**config.mk**
```make
export PLATFORM = sky130hd
export DESIGN_NAME = alarm_tone_gen_flat
export DESIGN_NICKNAME = d
export VERILOG_FILES = /design/src/rtl/alarm_tone_gen_pkg.sv /design/src/rtl/alarm_tone_gen_if.sv /design/src/rtl/alarm_tone_gen_tone_divider.sv /design/src/rtl/alarm_tone_gen.sv /design/src/flat_wrapper.sv
export SDC_FILE = /design/constraint.sdc
export NUM_CORES = 1
export LEC_CHECK = 0
export ABC_AREA = 1
export ABC_CLOCK_PERIOD_IN_PS = 3900
export CORE_MARGIN = 3
export CORE_UTILIZATION = 40
export DETAILED_ROUTE_END_ITERATION = 10
export PLACE_DENSITY = 0.66
export SKIP_CTS_REPAIR_TIMING = 1
export SYNTH_ARGS = -nofsm -noshare
export SYNTH_HDL_FRONTEND = slang
export SYNTH_SLANG_ARGS = --single-unit
```
**constraint.sdc**
```tcl
create_clock -name clk -period 3.9 [get_ports clk]
set_input_delay 1.17 -clock clk [delete_from_list [all_inputs] [get_ports clk]]
set_output_delay 1.17 -clock clk [all_outputs]
set_load 0.05 [all_outputs]
```
**src/rtl/alarm_tone_gen_pkg.sv**
```systemverilog
// alarm_pkg: shared state type and counter-width helper for the alarm sounder.
package alarm_pkg;

    typedef enum logic [1:0] {
        IDLE = 2'd0,
        TONE = 2'd1,
        GAP  = 2'd2
    } alarm_state_t;

    // Bits needed to hold any value in 0..value.
    function automatic int cnt_w(input int value);
        return $clog2(value + 1);
    endfunction

endpackage

```
**src/rtl/alarm_tone_gen_if.sv**
```systemverilog
// Trigger/abort inputs and buzzer/status outputs of the alarm sounder.
interface alarm_tone_gen_if;

    logic cronofin;
    logic stop;
    logic sonido;
    logic busy;
    logic done;

    modport master (output cronofin, stop, input sonido, busy, done);
    modport slave  (input cronofin, stop, output sonido, busy, done);

endinterface

```
**src/rtl/alarm_tone_gen_tone_divider.sv**
```systemverilog
// tone_divider: counts 0..TONE_HALF_CYC-1 while enabled and flags the terminal count.
module tone_divider
    import alarm_pkg::*;
#(
    parameter int TONE_HALF_CYC = 25000
) (
    input  logic clk,
    input  logic rst,
    input  logic clr,
    input  logic en,
    output logic tick
);

    localparam int TW_RAW = cnt_w(TONE_HALF_CYC - 1);
    localparam int TW     = (TW_RAW < 1) ? 1 : TW_RAW;
    localparam logic [TW-1:0] TC = TW'(TONE_HALF_CYC - 1);

    logic [TW-1:0] cnt;

    // tick does not depend on clr, which keeps the FSM free of a combinational loop
    assign tick = en && (cnt == TC);

    // Half-period counter; clr wins over en so each burst restarts in phase.
    always_ff @(posedge clk) begin
        if (rst || clr) begin
            cnt <= '0;
        end else if (en) begin
            cnt <= tick ? '0 : cnt + TW'(1);
        end
    end

endmodule

```
**src/rtl/alarm_tone_gen.sv**
```systemverilog
// alarm_tone_gen: burst/gap alarm sequencer driving the buzzer line.
// Optional feature macro: ALARM_RETRIGGER_EN (a new trigger restarts a running sequence).
//
// state | meaning
// IDLE  | silent, waiting for a cronofin rising edge
// TONE  | square wave on sonido for BEEP_ON_CYC clocks
// GAP   | silent pause of BEEP_OFF_CYC clocks between bursts
module alarm_tone_gen
    import alarm_pkg::*;
#(
    parameter int TONE_HALF_CYC = 25000,
    parameter int BEEP_ON_CYC   = 25_000_000,
    parameter int BEEP_OFF_CYC  = 25_000_000,
    parameter int BEEP_COUNT    = 16
) (
    input logic            clk,
    input logic            rst,
    alarm_tone_gen_if.slave bus
);

    localparam int PW_ON  = cnt_w(BEEP_ON_CYC - 1);
    localparam int PW_OFF = cnt_w(BEEP_OFF_CYC - 1);
    localparam int PW_RAW = (PW_ON > PW_OFF) ? PW_ON : PW_OFF;
    localparam int PW     = (PW_RAW < 1) ? 1 : PW_RAW;
    localparam int BW_RAW = cnt_w(BEEP_COUNT - 1);
    localparam int BW     = (BW_RAW < 1) ? 1 : BW_RAW;

    localparam logic [PW-1:0] ON_TC   = PW'(BEEP_ON_CYC - 1);
    localparam logic [PW-1:0] OFF_TC  = PW'(BEEP_OFF_CYC - 1);
    localparam logic [BW-1:0] LAST_IX = BW'(BEEP_COUNT - 1);

    alarm_state_t  state, state_n;
    logic [PW-1:0] phase_cnt, phase_n;
    logic [BW-1:0] burst_ix, burst_n;
    logic          sonido_q, sonido_n;
    logic          done_q, done_n;
    logic          cronofin_q;
    logic          trig;
    logic          restart;
    logic          tone_tick;

    assign trig = bus.cronofin & ~cronofin_q;

    // Outside TONE the divider is held at zero; restart covers a retrigger inside TONE.
    tone_divider #(
        .TONE_HALF_CYC(TONE_HALF_CYC)
    ) u_tone_divider (
        .clk (clk),
        .rst (rst),
        .clr (restart || (state != TONE)),
        .en  (state == TONE),
        .tick(tone_tick)
    );

    // State, counters, registered outputs and the trigger edge detector.
    always_ff @(posedge clk) begin
        if (rst) begin
            state      <= IDLE;
            phase_cnt  <= '0;
            burst_ix   <= '0;
            sonido_q   <= 1'b0;
            done_q     <= 1'b0;
            cronofin_q <= 1'b0;
        end else begin
            state      <= state_n;
            phase_cnt  <= phase_n;
            burst_ix   <= burst_n;
            sonido_q   <= sonido_n;
            done_q     <= done_n;
            cronofin_q <= bus.cronofin;
        end
    end

    // Next-state logic: stop has priority over everything, including a trigger.
    always_comb begin
        state_n  = state;
        phase_n  = phase_cnt;
        burst_n  = burst_ix;
        sonido_n = sonido_q;
        done_n   = 1'b0;
        restart  = 1'b0;

        if (bus.stop) begin
            state_n  = IDLE;
            phase_n  = '0;
            burst_n  = '0;
            sonido_n = 1'b0;
        end else begin
`ifdef ALARM_RETRIGGER_EN
            restart = trig;
`else
            restart = trig && (state == IDLE);
`endif
            if (restart) begin
                state_n  = TONE;
                phase_n  = '0;
                burst_n  = '0;
                sonido_n = 1'b1;
            end else begin
                case (state)
                    IDLE: begin
                        sonido_n = 1'b0;
                    end
                    TONE: begin
                        if (phase_cnt == ON_TC) begin
                            phase_n  = '0;
                            sonido_n = 1'b0;
                            if (burst_ix == LAST_IX) begin
                                state_n = IDLE;
                                burst_n = '0;
                                done_n  = 1'b1;
                            end else begin
                                state_n = GAP;
                            end
                        end else begin
                            phase_n = phase_cnt + PW'(1);
                            if (tone_tick) begin
                                sonido_n = ~sonido_q;
                            end
                        end
                    end
                    GAP: begin
                        sonido_n = 1'b0;
                        if (phase_cnt == OFF_TC) begin
                            state_n  = TONE;
                            phase_n  = '0;
                            burst_n  = burst_ix + BW'(1);
                            sonido_n = 1'b1;
                        end else begin
                            phase_n = phase_cnt + PW'(1);
                        end
                    end
                    default: begin
                        state_n  = IDLE;
                        phase_n  = '0;
                        burst_n  = '0;
                        sonido_n = 1'b0;
                    end
                endcase
            end
        end
    end

    assign bus.sonido = sonido_q;
    assign bus.busy   = (state != IDLE);
    assign bus.done   = done_q;

endmodule

```
**src/flat_wrapper.sv**
```systemverilog
// flat-port wrapper written by rule: the top's interface ports become plain ports
module alarm_tone_gen_flat import alarm_pkg::*;
#(
    parameter int TONE_HALF_CYC = 25000,
    parameter int BEEP_ON_CYC   = 25_000_000,
    parameter int BEEP_OFF_CYC  = 25_000_000,
    parameter int BEEP_COUNT    = 16
)
  (clk, rst, bus_cronofin, bus_stop, bus_sonido, bus_busy, bus_done);
  alarm_tone_gen_if bus_i ();
  input logic clk;
  input logic rst;
  input wire logic [$bits(bus_i.cronofin)-1:0] bus_cronofin;
  input wire logic [$bits(bus_i.stop)-1:0] bus_stop;
  output wire logic [$bits(bus_i.sonido)-1:0] bus_sonido;
  output wire logic [$bits(bus_i.busy)-1:0] bus_busy;
  output wire logic [$bits(bus_i.done)-1:0] bus_done;
  assign bus_i.cronofin = bus_cronofin;
  assign bus_i.stop = bus_stop;
  assign bus_sonido = bus_i.sonido;
  assign bus_busy = bus_i.busy;
  assign bus_done = bus_i.done;
  alarm_tone_gen #(.TONE_HALF_CYC(TONE_HALF_CYC), .BEEP_ON_CYC(BEEP_ON_CYC), .BEEP_OFF_CYC(BEEP_OFF_CYC), .BEEP_COUNT(BEEP_COUNT)) u_core (.clk(clk), .rst(rst), .bus(bus_i));
endmodule
```
# After elaboration in Yosys (flattened, before gate mapping)
# Index checks and enable logic that the tools add are counted.
[op_classes] n_eq_ne=13 n_reduce_logical=13 n_mux=19 addsub=3 bitwise_logic=6
[ops] op="25-bit one-hot mux with 2 select lines" n=1
[ops] op="25-bit by 1-bit adder with 25-bit output (second input constant)" n=1
[ops] op="25-bit equality test (second input constant)" n=1
[ops] op="25-bit 2-to-1 mux" n=1
[ops] op="15-bit by 1-bit adder with 15-bit output (second input constant)" n=1
[ops] op="15-bit equality test (second input constant)" n=1
[ops] op="15-bit 2-to-1 mux" n=1
[ops] op="4-bit 2-to-1 mux" n=3
[ops] op="4-bit one-hot mux with 3 select lines" n=1
[ops] op="2-bit by 1-bit inequality test with 1-bit output (second input constant)" n=4
[ops] op="1-bit 2-to-1 mux" n=7
[ops] op="2-bit 2-to-1 mux" n=3
[ops] op="3-bit by 1-bit inequality test with 1-bit output (second input constant)" n=2
[ops] op="2-bit one-hot mux with 3 select lines" n=1
[ops] op="3-bit AND reduction" n=2
[ops] op="1-bit NOT" n=5
[ops] op="5-bit OR reduction" n=1
[ops] op="4-bit by 1-bit adder with 4-bit output (second input constant)" n=1
[ops] op="4-bit equality test (second input constant)" n=1
[ops] op="4-bit by 1-bit inequality test with 1-bit output (second input constant)" n=1
[ops] op="4-bit AND reduction" n=1
[ops] op="2-bit OR reduction" n=2
[ops] op="3-bit OR reduction" n=1
[ops] op="2-bit by 1-bit equality test with 1-bit output (second input constant)" n=1
[ops] op="8 further kinds" n=10
[word_totals] ff_bits=49 in_bits=4 elab_cells=62

# Depth between registers and ports, before layout
[depth] ltp_word=6 depth_mapped=12 mapped_depth_nobuf=12

# Modules after synthesis
# A second synthesis with hierarchy kept.
[unflattened] cells_unflattened=432 hier_area_um2=2861.5
[by_module_without_submodules] module="alarm_tone_gen" cells_each=303 instances=1 area_each_um2=2045.7 seq_area_each_um2=680.7
[by_module_without_submodules] module="tone_divider" cells_each=129 instances=1 area_each_um2=815.8 seq_area_each_um2=300.3

# Worst setup path before layout
# Ideal clock, no wire load.
[synth_path] path_kind="register -> output" start="reg u_core.state[0]" end="out bus_busy" t_arrival_ns=1.275 slack_ns=1.455 n_path_buf=3 stages_incl_launch_ff=7 required_time_ns=2.730 cell_sequence="dfxtp_1 > inv_1 > ha_1 > buf_2 > inv_2 > buf_4 > buf_2"
[synth_between] elab_chain_len=1
[synth_rtl] element="from (decl)" line_no="alarm_tone_gen.sv:32" text="alarm_state_t state, state_n;"
[synth_rtl] element="from (signal assigned)" line_no="alarm_tone_gen.sv:65" text="state <= state_n;"
[synth_rtl] element="2-bit nonzero test" line_no="alarm_tone_gen.sv:145" text="assign bus.busy = (state != IDLE);"
[synth_rtl] element="to (decl)" line_no="flat_wrapper.sv:16" text="output wire logic [$bits(bus_i.busy)-1:0] bus_busy;"
# No other way between the ends.

# Worst setup path in the final report
# Ends and elaborated chain as after synthesis.

==> impl_metrics.tcl <==
set metrics [dict create \
    outcome "finished, final reports clean" \
    die_w_um 88.58 \
    hold_end "u_core.u_tone_divider.cnt[0]" \
    critical-path-max-stage-delay_ns 0.80 \
    drive_gt1_share_pct 8.675 \
    clkSlewWorstSetupHoldPaths_ns 0.10 \
    end_kind "primary output" \
    grt_max_degree 24 \
    drt-total-wl_mm 6.005 \
    htree_levels 2 \
    start_kind "flop" \
    synth-seq-cells 49 \
    r2r_setup_slack_ns 1.65 \
    ios 7 \
    grt_pass1_vias 2300 \
    dp_cells 484 \
    drt_first_pass_iters 4 \
    maxCapViolCount 0 \
    hp-class "flop to flop" \
    core_area_um2 6495 \
    rsz0062_at_grt "false" \
    clock_latency_ns 0.30 \
    rr_endpoint "u_core.phase_cnt[10]" \
    tns_ns 0 \
    rows 29 \
    tightest_slew_ns 0.5173 \
    instances_no_fill 492 \
    hold_violations 0 \
    n_fill_cell 667 \
    ir_drop_mv 0.1565 \
    syn-instance-count 406 \
    min_path_cells 1 \
    antennaDiodeCount 0 \
    cts_buffers 5 \
    finalMaxSlewViolations 0 \
    critPathArrivalTime_ns 1.99 \
    area_growth_pct 8.486 \
    fmax_mhz 316.3 \
    drc_errors 0 \
    crit_type "flop to primary output" \
    grt_pass1_wl_mm 10.27 \
    power_density_nw_per_um2 308.6 \
    synthArstFlopShare_pct 0 \
    rr_worst_depth 12 \
    period_share_pct 81.07 \
    pre_cts_ws_ns 1.075 \
    die_y_um 88.58 \
    synth_nets 416 \
    finalSetupViolCount 0 \
    drtIter0Drc 86 \
    dp_hpwl_mm 4.587 \
    initial_utilization_pct 42.00 \
    grt.total_usage_pct 16.57 \
    avgSynthCellArea_um2 6.718 \
    crit_path_top_delay_cell "clkdlybuf4s50_1" \
    finalPower_w 0.0009132 \
    fp.dieArea_um2 7846 \
    cts_sinks 49 \
    cts_buffer_depth 2 \
    crit_path_max_fanout 10 \
    fin_ws_ns 0.7381 \
    viasPerCell 5.185 \
    drt-wirelength-per-cell_um 12.21 \
    vias 2551 \
    leakagePower_nw 1.051 \
    synth_area_um2 2728 \
    reg2reg_from "u_core.state[0]" \
    worst_ep_required_time_ns 2.73 \
    final_nets 424 \
    gp_congestion 0.9068 \
    ant_nets 0 \
    multi_input_area_um2 1480 \
    hp-start "u_core.u_tone_divider.cnt[0]" \
    clockRootBuffer "clkbuf_8" \
    portBuffers 6 \
    seqCellArea_um2 980.9 \
    synth-main-ff-cell "dfxtp_1" \
    grt.overflow.total 0 \
    clock_skew_ns 0.01883 \
    seq_area_frac_synth_pct 35.96 \
    yosysWarnings 0 \
    post-route-util_pct 45.56 \
    ys_types 33 \
    synth_edf_count 0 \
    cts_tree "done" \
    post-route-min-period_ns 3.162 \
    path_cells "inv_1 -> ha_1 -> inv_2 -> clkdlybuf4s50_1" \
    max-slew-margin-rel_pct 65.41 \
    antenna_found_initial 0 \
]
==> cells by family after synthesis <==
group / share of synthesized area (%)
XOR/XNOR: 2.890
flip-flops: 35.96
AND/OR/NAND/NOR: 40.73
AO/OA/AOI/OAI: 7.890
adder cells (fa/ha/maj): 2.752
buffers and inverters: 9.770
==> area by class of cell <==
class / instances / area share, %
clock buffers: 5 / 2.326
clock inverters: 3 / 1.480
inverters: 59 / 7.484
multi-input cells: 292 / 50.02
flip-flops and latches: 49 / 33.15
well taps: 77 / 3.256
repair buffers: 7 / 2.283
==> where the power goes <==
part,switching (W),internal (W),total [W]
clock network,0.000174,0.000192,0.000367
registers,0.00000169,0.000502,0.000504
logic,0.0000298,0.0000127,0.0000426
==> cells in the final DEF, fill, tap and decap left out, types with 14 or more instances in the layout <==
cell | netlist | layout
dfxtp_1 | 49 | 49
inv_1 | 54 | 54
nor2_1 | 69 | 69
a21oi_1 | 18 | 18
nor3_1 | 18 | 18
nand4_1 | 20 | 20
nand3_1 | 25 | 25
o21ai_0 | 14 | 14
nand2_1 | 75 | 75
==> worst max-delay path: cells and delay by family, from the launching register on <==
kind | cells | cell delay [ns]
fa+ha+maj | 1 | 0.35
buf+inv | 3 | 0.97
flops | 1 | 0.36
==> per-layer routing <==
metal  track usage [%]  wire, um  share of wire, %  up-vias
li1                  -         -                 -     1333
met1             21.55      2921                49     1153
met2             27.60      2752                46       57
met3             3.538       243               4.0        8
met4             4.945        88               1.5        0
met5                 0         0                 0        -
==> synthesized netlist by cell type (2+ instances only) <==
library cell | instances | share of area (%)
nand3_2 | 3 | 1.1
nor4_1 | 3 | 0.69
nor3b_1 | 3 | 0.83
a21oi_1 | 18 | 3.3
ha_1 | 6 | 2.8
a31oi_1 | 3 | 0.69
nor2_2 | 6 | 1.4
nand4_1 | 20 | 4.6
nand3_1 | 25 | 4.6
xor2_1 | 6 | 1.9
nand2_1 | 75 | 10
o21ai_0 | 14 | 2.6
nor2_1 | 69 | 9.5
o21bai_1 | 2 | 0.55
buf_6 | 2 | 0.83
xnor2_1 | 3 | 0.96
inv_1 | 54 | 7.4
buf_2 | 3 | 0.55
dfxtp_1 | 49 | 36
nor3_2 | 3 | 1.1
nor3_1 | 18 | 3.3
nand2_2 | 6 | 1.4
inv_2 | 5 | 0.69
==> through the flow <==
| step | hold WS, ns | cell area (um2) |
|---|---|---|
| after floorplan | 0.4176 | 2728 |
| after global placement | 0.4317 | 2846 |
| after detailed placement | 0.4513 | 2846 |
| after CTS | 0.4644 | 2959 |
| after global routing | 0.4905 | 2959 |
| final | 0.4556 | 2959 |
==> how the worst max path moves through the flow <==
stage                                from       end  slack, ns  cells past startpoint
after floorplan           u_core.state[0]  bus_busy       1.46                      6
final                     u_core.state[0]  bus_busy       0.74                      4
after detailed placement  u_core.state[0]  bus_busy       1.08                      4
after global routing      u_core.state[0]  bus_busy       0.64                      4
after global placement    u_core.state[0]  bus_busy       1.10                      4
after CTS                 u_core.state[0]  bus_busy       0.73                      4
==> registers in the layout, summed over array words and instances, names as in the netlist <==
| register | cells |
|---|---|
| u_core.phase_cnt | 25 |
| u_core.u_tone_divider.cnt | 15 |
| u_core.burst_ix | 4 |
| u_core.state | 2 |
| u_core.bus.done | 1 |
| u_core.bus.sonido | 1 |
| u_core.cronofin_q | 1 |
Note: power is estimated with default switching activity, not from simulation.
